**src/rtl/fetch_pkg.sv**
```systemverilog
// Shared types and constants for the fetch stage.
// Fixes the default PC and instruction widths and the layout of a queued fetch entry.
// RESET_PC is the address fetched first after reset.
package fetch_pkg;

    localparam int ADDR_W  = 8;
    localparam int INSTR_W = 15;

    localparam logic [ADDR_W-1:0] RESET_PC = '0;

    // One fetched instruction together with the address it came from.
    typedef struct packed {
        logic [ADDR_W-1:0]  pc;
        logic [INSTR_W-1:0] instr;
    } fetch_entry_t;

endpackage

```
**src/rtl/fetch_queue.sv**
```systemverilog
// Purpose: small synchronous FIFO holding fetched entries between fetch and decode.
// Ports:   push/pop/flush in, wr_data in, head_data/full/empty/count out.
// Timing:  a pushed entry is at the head one cycle later. Push and pop may happen
//          in the same cycle when the queue is full. Flush wins over push and pop.
module fetch_queue #(
    parameter int WIDTH = 23,
    parameter int DEPTH = 2
) (
    input  logic                       clk,
    input  logic                       rst_n,
    input  logic                       push,
    input  logic                       pop,
    input  logic                       flush,
    input  logic [WIDTH-1:0]           wr_data,
    output logic [WIDTH-1:0]           head_data,
    output logic                       full,
    output logic                       empty,
    output logic [$clog2(DEPTH):0]     count
);

    localparam int PW = $clog2(DEPTH);
    localparam int CW = PW + 1;

    logic [WIDTH-1:0] mem [DEPTH];
    logic [PW-1:0]    rd_ptr;
    logic [PW-1:0]    wr_ptr;
    logic [CW-1:0]    count_q;

    assign count     = count_q;
    assign full      = (count_q == CW'(DEPTH));
    assign empty     = (count_q == '0);
    // Head is read straight from registered storage; stale when empty,
    // which the consumer qualifies with !empty.
    assign head_data = mem[rd_ptr];

    // Pointers are PW bits wide, so DEPTH being a power of two makes
    // the increments wrap modulo DEPTH for free.
    always_ff @(posedge clk or negedge rst_n) begin
        if (!rst_n) begin
            rd_ptr  <= '0;
            wr_ptr  <= '0;
            count_q <= '0;
            for (int i = 0; i < DEPTH; i++) begin
                mem[i] <= '0;
            end
        end else if (flush) begin
            rd_ptr  <= '0;
            wr_ptr  <= '0;
            count_q <= '0;
        end else begin
            if (push) begin
                mem[wr_ptr] <= wr_data;
                wr_ptr      <= wr_ptr + PW'(1);
            end
            if (pop) begin
                rd_ptr <= rd_ptr + PW'(1);
            end
            count_q <= count_q + CW'(push) - CW'(pop);
        end
    end

endmodule

```
**src/rtl/fetch_stage.sv**
```systemverilog
// Purpose: PC register and fetch buffer feeding decode from a combinational instruction memory.
// Ports:   clk/rst_n; im_addr/im_data to memory; jump_en/jump_target from execute;
//          out_valid/out_ready/out_instr/out_pc to decode; perf_fetched/perf_stall
//          only when FETCH_PERF_EN is defined.
// Timing:  instruction at pc appears at the queue head one cycle later; a full queue
//          with no pop holds pc; a jump flushes and costs one empty cycle.
module fetch_stage #(
    parameter int ADDR_W  = fetch_pkg::ADDR_W,
    parameter int INSTR_W = fetch_pkg::INSTR_W,
    parameter int QDEPTH  = 2
) (
    input  logic               clk,
    input  logic               rst_n,
    output logic [ADDR_W-1:0]  im_addr,
    input  logic [INSTR_W-1:0] im_data,
    input  logic               jump_en,
    input  logic [ADDR_W-1:0]  jump_target,
    output logic               out_valid,
    input  logic               out_ready,
    output logic [INSTR_W-1:0] out_instr,
    output logic [ADDR_W-1:0]  out_pc
`ifdef FETCH_PERF_EN
    ,
    output logic [31:0]        perf_fetched,
    output logic [31:0]        perf_stall
`endif
);

    import fetch_pkg::fetch_entry_t;
    import fetch_pkg::RESET_PC;

    // The queued entry layout comes from the package, so the widths must agree.
    if (ADDR_W != fetch_pkg::ADDR_W || INSTR_W != fetch_pkg::INSTR_W) begin : g_width_check
        $error("fetch_stage widths must match fetch_pkg");
    end

    localparam int EW = $bits(fetch_entry_t);
    localparam int CW = $clog2(QDEPTH) + 1;

    logic [ADDR_W-1:0] pc;
    logic              push;
    logic              pop;
    logic              full;
    logic              empty;
    logic [CW-1:0]     q_count;
    fetch_entry_t      wr_entry;
    fetch_entry_t      head_entry;

    assign im_addr = pc;

    assign pop  = out_valid & out_ready;
    // A full queue that is being drained this cycle still accepts a new entry;
    // a jump suppresses the push because the fetched word is on the wrong path.
    assign push = (!full | pop) & !jump_en;

    assign wr_entry.pc    = pc;
    assign wr_entry.instr = im_data;

    fetch_queue #(
        .WIDTH (EW),
        .DEPTH (QDEPTH)
    ) u_queue (
        .clk       (clk),
        .rst_n     (rst_n),
        .push      (push),
        .pop       (pop),
        .flush     (jump_en),
        .wr_data   (wr_entry),
        .head_data (head_entry),
        .full      (full),
        .empty     (empty),
        .count     (q_count)
    );

    assign out_valid = !empty;
    assign out_instr = head_entry.instr;
    assign out_pc    = head_entry.pc;

    // pc advances only when its word was actually queued; the increment wraps silently.
    always_ff @(posedge clk or negedge rst_n) begin
        if (!rst_n) begin
            pc <= RESET_PC;
        end else if (jump_en) begin
            pc <= jump_target;
        end else if (push) begin
            pc <= pc + ADDR_W'(1);
        end
    end

    // Cross-check of the queue's status outputs.
    assert property (@(posedge clk) disable iff (!rst_n) empty == (q_count == '0));

`ifdef FETCH_PERF_EN
    // Counters are free-running statistics: jumps do not clear them.
    always_ff @(posedge clk or negedge rst_n) begin
        if (!rst_n) begin
            perf_fetched <= '0;
            perf_stall   <= '0;
        end else begin
            if (push) begin
                perf_fetched <= perf_fetched + 32'd1;
            end
            if (full && !pop && !jump_en) begin
                perf_stall <= perf_stall + 32'd1;
            end
        end
    end
`endif

endmodule

```
**config.mk**
```make
export PLATFORM = sky130hd
export DESIGN_NAME = fetch_stage
export DESIGN_NICKNAME = d
export VERILOG_FILES = /design/src/rtl/fetch_pkg.sv /design/src/rtl/fetch_queue.sv /design/src/rtl/fetch_stage.sv
export SDC_FILE = /design/constraint.sdc
export NUM_CORES = 1
export LEC_CHECK = 0
export CAP_MARGIN = 20
export CORE_AREA = 2 2 123 65
export CTS_CLUSTER_DIAMETER = 60
export DETAILED_ROUTE_END_ITERATION = 10
export DIE_AREA = 0 0 125 67
export DONT_BUFFER_PORTS = 1
export PLACE_DENSITY = 0.64
export REMOVE_ABC_BUFFERS = 1
export SKIP_CTS_REPAIR_TIMING = 1
export SLEW_MARGIN = 30
export SYNTH_ARGS = -nofsm -noshare
export SYNTH_HDL_FRONTEND = slang
export SYNTH_SLANG_ARGS = --single-unit
```
**constraint.sdc**
```tcl
create_clock -name clk -period 2.7 [get_ports clk]
set_clock_uncertainty 0.2 [all_clocks]
set_input_delay 0.81 -clock clk [delete_from_list [all_inputs] [get_ports clk]]
set_output_delay 0.81 -clock clk [all_outputs]
set_load 0.005 [all_outputs]
```
* Yosys cells after proc, flatten, opt, wreduce, memory -nomap -nowiden *
Cells that the tools add are included.
Widths: inputs -> output; s select.

cells by class
  bitwise operators = 6
  equal/unequal tests = 1
  reductions and logical operators = 8
  mux-type cells = 13
  magnitude comparators = 3
  $add $sub $neg = 5

operators by type and width
  kind                 count
  $mux 23              4
  $bwmux 46            1
  $demux 23 s1         1
  $mux 8               2
  $add 8x1->8 const B  1
  $ge 2x2->1 const B   2
  $mux 1               4
  $not 1->2            2
  $reduce_bool 2->1    2
  $logic_not 1->1      3
  $add 1x1->1 const B  2
  $add 2x1->2          1
  $and 1x1->1          2
  $eq 2x2->1 const B   1
  $logic_not 2->1      1
  $lt 2x1->1 const B   1
  $mux 2               1
  $reduce_and 2->1     1
  $sub 2x1->2          1
  $logic_and 1x1->1    1
  $not 1->1            1
  $or 1x1->1           1

word-level totals
  output and inout port bits = 32
  register bits = 58
  bits of input ports = 27

* Depth between registers and ports, before layout *
Gate-level depths: netlist (run 1).

  word-level depth = 8
  mapped depth = 6

* Modules after synthesis *
Synthesis (run 1) repeated with hierarchy kept, for this count alone.

unflattened totals
  cell total of the unflattened synthesis = 194
  area, all modules = 2715.1 um^2

modules (own cells, without submodules)
  module       cells each  instances  area an instance (um^2)
  fetch_queue  141         1          2218.4
  fetch_stage  53          1          496.7

* Worst setup path before layout (run 1) *
Ideal clock, no wire load.

  path type = reg2out
  start point = register u_queue.rd_ptr
  end point = output out_instr[10]
  cell stages (with the launch flop) = 4
  arrival time = 1.239 ns
  path slack = 0.451 ns
  required time = 1.690 ns
  path through = dfrtp_1 > clkbuf_1 > clkbuf_1 > mux2_2

on the way
  longest elaborated chain between the ends = 4

ends and longest elaborated chain
  what                                         line               RTL
  start: declaration                           fetch_queue.sv:25  logic [PW-1:0] rd_ptr;
  start signal: assignment                     fetch_queue.sv:56  rd_ptr <= rd_ptr + PW'(1);
  $not 1->2 (implied by the code)              fetch_queue.sv:34  assign head_data = mem[rd_ptr];
  $mux 23 (implied by the code) (3 in series)  fetch_queue.sv:34
  end: declaration                             fetch_stage.sv:20  output logic [INSTR_W-1:0] out_instr,

No other way between the ends. The select of a mux whose other input is x is not followed.

* Worst setup path after layout (run 1) *
  start point = register u_queue.rd_ptr
  end point = output out_instr[5]

Same word-level chain as after synthesis.

==> results of run 1 <==
cell usage after synthesis (all sizes together):
cell,count,area share (%)
mux2,69,33
dfrtp,58,51
nor2,8,1.1
buf,7,2.3
nand2,5,0.66
nand3,5,0.88
or4,5,1.3
inv,4,0.53
a31oi,3,0.66
clkbuf,3,0.39
ha,3,1.3
o31ai,3,0.79
xor2,3,0.92
nand4,2,0.44
nor3b,2,1.3
o211ai,2,0.53
o21ai,2,0.35
xnor2,2,0.61
a221o,1,0.35
mux2i,1,0.35
nand2b,1,0.22
nor2b,1,0.22
nor3,1,0.57
nor4b,1,0.31
o21a,1,0.26
or2,1,0.22
where the power goes:
group	internal [mW]	leakage, nW	total (mW)	switching (mW)
Combinational	0.706	0.585	1.12	0.412
Clock	0.658	0.138	1.01	0.353
Sequential	1.22	0.686	1.45	0.235
layer usage:
metal | part of all wire, % | GRT usage [%] | up-vias
met4 | 1.6 | 8.33 | 0
met5 | 0 | 0 | -
met1 | 45 | 17.3 | 823
met3 | 4.9 | 3.78 | 7
li1 | - | - | 708
met2 | 49 | 23.1 | 42
kinds of logic after synthesis:
logic type / count (synthesis) / synth area share (%)
adder cells (fa/ha/maj): 3 / 1.32
buffers and inverters: 14 / 3.25
XOR/XNOR: 5 / 1.54
AND/OR/NAND/NOR: 32 / 7.20
multiplexers: 70 / 32.9
flip-flops: 58 / 50.9
AO/OA/AOI/OAI: 12 / 2.94
metrics by stage:
| stage | std cells | hold WS [ns] | util [%] | setup WS (ns) |
|---|---|---|---|---|
| finish | 300 | 0.161 | 44.7 | 0.257 |
| global route | 300 | 0.167 | 44.7 | 0.188 |
| CTS | 299 | -0.0249 | 44.3 | 0.238 |
| detailed placement | 284 | 0.292 | 40.5 | 0.482 |
| global placement | 284 | 0.284 | 40.5 | 0.495 |
| floorplan | 184 | 0.275 | - | 0.104 |
state kept, by name, summed over array words and instances (netlist names):
| signal | cells |
|---|---|
| u_queue.count | 2 |
| u_queue.rd_ptr | 1 |
| im_addr | 8 |
| u_queue.mem | 46 |
| u_queue.wr_ptr | 1 |
final cells by class:
cell class | instances | area [um2] | share of cell area (%)
Sequential cell | 58 | 1450 | 45.0
Clock buffer | 12 | 256 | 7.96
Clock inverter | 3 | 15.0 | 0.466
Tap cell | 96 | 120 | 3.73
Inverter | 4 | 15.0 | 0.466
Multi-Input combinational cell | 122 | 1310 | 40.6
Timing Repair Buffer | 5 | 57.6 | 1.79
how the worst max path moves through the flow:
stage,to,slack (ns),cells after the start
floorplan,u_queue.mem[0]$_DFFE_PN0P_,0.10,3
global placement,u_queue.count[1]$_DFF_PN0_,0.49,6
detailed placement,u_queue.count[0]$_DFF_PN0_,0.48,5
CTS,out_instr[12],0.24,2
global route,out_instr[12],0.19,2
finish,out_instr[5],0.26,2
worst reg2reg max path, delay by kind of cell, from the launching register on:
family                 cells  cell delay [ns]
flip-flops                 1             0.41
buffers and inverters      1             0.41
multiplexers               1             0.40
AND/OR/NAND/NOR            2             0.36
==> impl_metrics.toml, run 1 <==
[die]
die_area_um2 = 8380
initial_utilization_pct = 39.5
dieWidth_um = 125
die-height_um = 67
floorplan.io_pins = 59
floorplan.rows = 22
fp.coreArea_um2 = 7210

[route]
number_of_vias_per_cell = 5.27
finalWirelength_um = 5570
detail_route.iter0.violations = 74
drc = 0
antenna_left = 0
avgRoutedWirePerCell_um = 18.6
routed-via-count = 1580
firstDrtPassIters = 6

[sta]
grt_setup_unrepaired = "no"
timing_worst_slew_pin_value_ns = 0.479
hold_viol_final = 0
layout_min_cycle_time_ns = 2.44
finalCritPeriodShare_pct = 90.5
fmax_ghz = 0.409
fin_setup_tns_ns = 0
max-slew-margin-rel_pct = 68.0
finalMaxSlewViolations = 0
setup_viol = 0

[worst_setup_path]
r2r_setup_slack_ns = 0.80
critical_path.endpoint_type = "output port"
endpoint_required_time_on_the_critical_path_ns = 1.69
worst_path_max_delay_cell = "sky130_fd_sc_hd__mux2_2"
critical_path.top_delay_family = "multiplexers"
critical_path.max_fanout = 23
slowest_delay_ns = 0.42
critical_path_class = "reg -> out"
worst_flop_to_flop_path_endpoint = "u_queue.mem[2]$_DFFE_PN0P_"
critical_path.reg2reg.startpoint = "u_queue.count[1]$_DFF_PN0_"
worst-path-buf-inv = 1
depth_of_the_worst_register_to_register_path = 4
setup.worst_path.start_class = "flop"
critPathArrivalTime_ns = 1.43
crit_chain = "buf_4 -> mux2_2"
origin_of_the_worst_setup_path = "u_queue.rd_ptr$_DFFE_PN0P_"

[synthesis]
ys_seq_area_share_pct = 50.9
flops_latches_synth = 58
netlist_instances = 194
synthesis.area_per_instance_um2 = 14.7
ys.warnings.count = 0
post_synth_instance_area_um2 = 2850
synthDistinctLibCells = 28

[final_layout]
fillers = 651
insertedDiodeCount = 0
finalNetCount = 230
leading_cell_types_in_the_layout_fill_and_taps_excluded = "sky130_fd_sc_hd__dfrtp_1, sky130_fd_sc_hd__mux2_4, sky130_fd_sc_hd__mux2_2"
synthToLayoutAreaGrowth_pct = 13.0
postLayoutCellArea_um2 = 3220
leading_cell_type_in_the_layout_fill_and_taps_excluded = "sky130_fd_sc_hd__dfrtp_1"
layout-drive-gt1-share_pct = 45.1

[power]
power_density_nw_per_um2 = 1110
vdd_ir_max_v = 0.000334
power_leakage_nw = 1.41
p_total_mw = 3.58

[worst_hold_path]
min_delay_worst_type = "in -> async"

[global_route]
first_pass_grt_wire_length_um = 9020
remaining_global_route_overflow = 0
grt_antenna_before_repair = 0
grt.total_usage_pct = 14.2
pin_count_of_the_biggest_net_entering_global_routing = 59
first_global_vias = 1703

[clocking]
count_of_clock_tree_sinks = 58
clk_latency_ns = 0.31
worst_setup_hold_path_clk_slew_ns = 0.05
ctsLongestPathBuffers = 2
cts_buffers = 9
clock-root-buffer = "sky130_fd_sc_hd__clkbuf_16"
htreeDepth = 3
cts_tree = "done"

[place]
dp.final_hpwl_um = 3530
finalWeightedCongestion = 0.737
io_buffer_count = 0
placedInstanceArea_um2 = 2920

[outcome]
run_status = "finished clean"

[job]
maxCapViolCount = 0
Note: power is estimated with default switching activity, not from simulation.
==> run 2, diff against run 1 <==
--- a/config.mk
+++ b/config.mk
@@ -7,7 +7,7 @@
 export LEC_CHECK = 0
 export CAP_MARGIN = 20
 export CORE_AREA = 2 2 123 65
-export CTS_CLUSTER_DIAMETER = 60
+export CTS_CLUSTER_DIAMETER = 200
 export DETAILED_ROUTE_END_ITERATION = 10
 export DIE_AREA = 0 0 125 67
 export DONT_BUFFER_PORTS = 1
==> results of run 2 <==
Same layout as run 1: the final DEF is identical, and so are final timing and power.
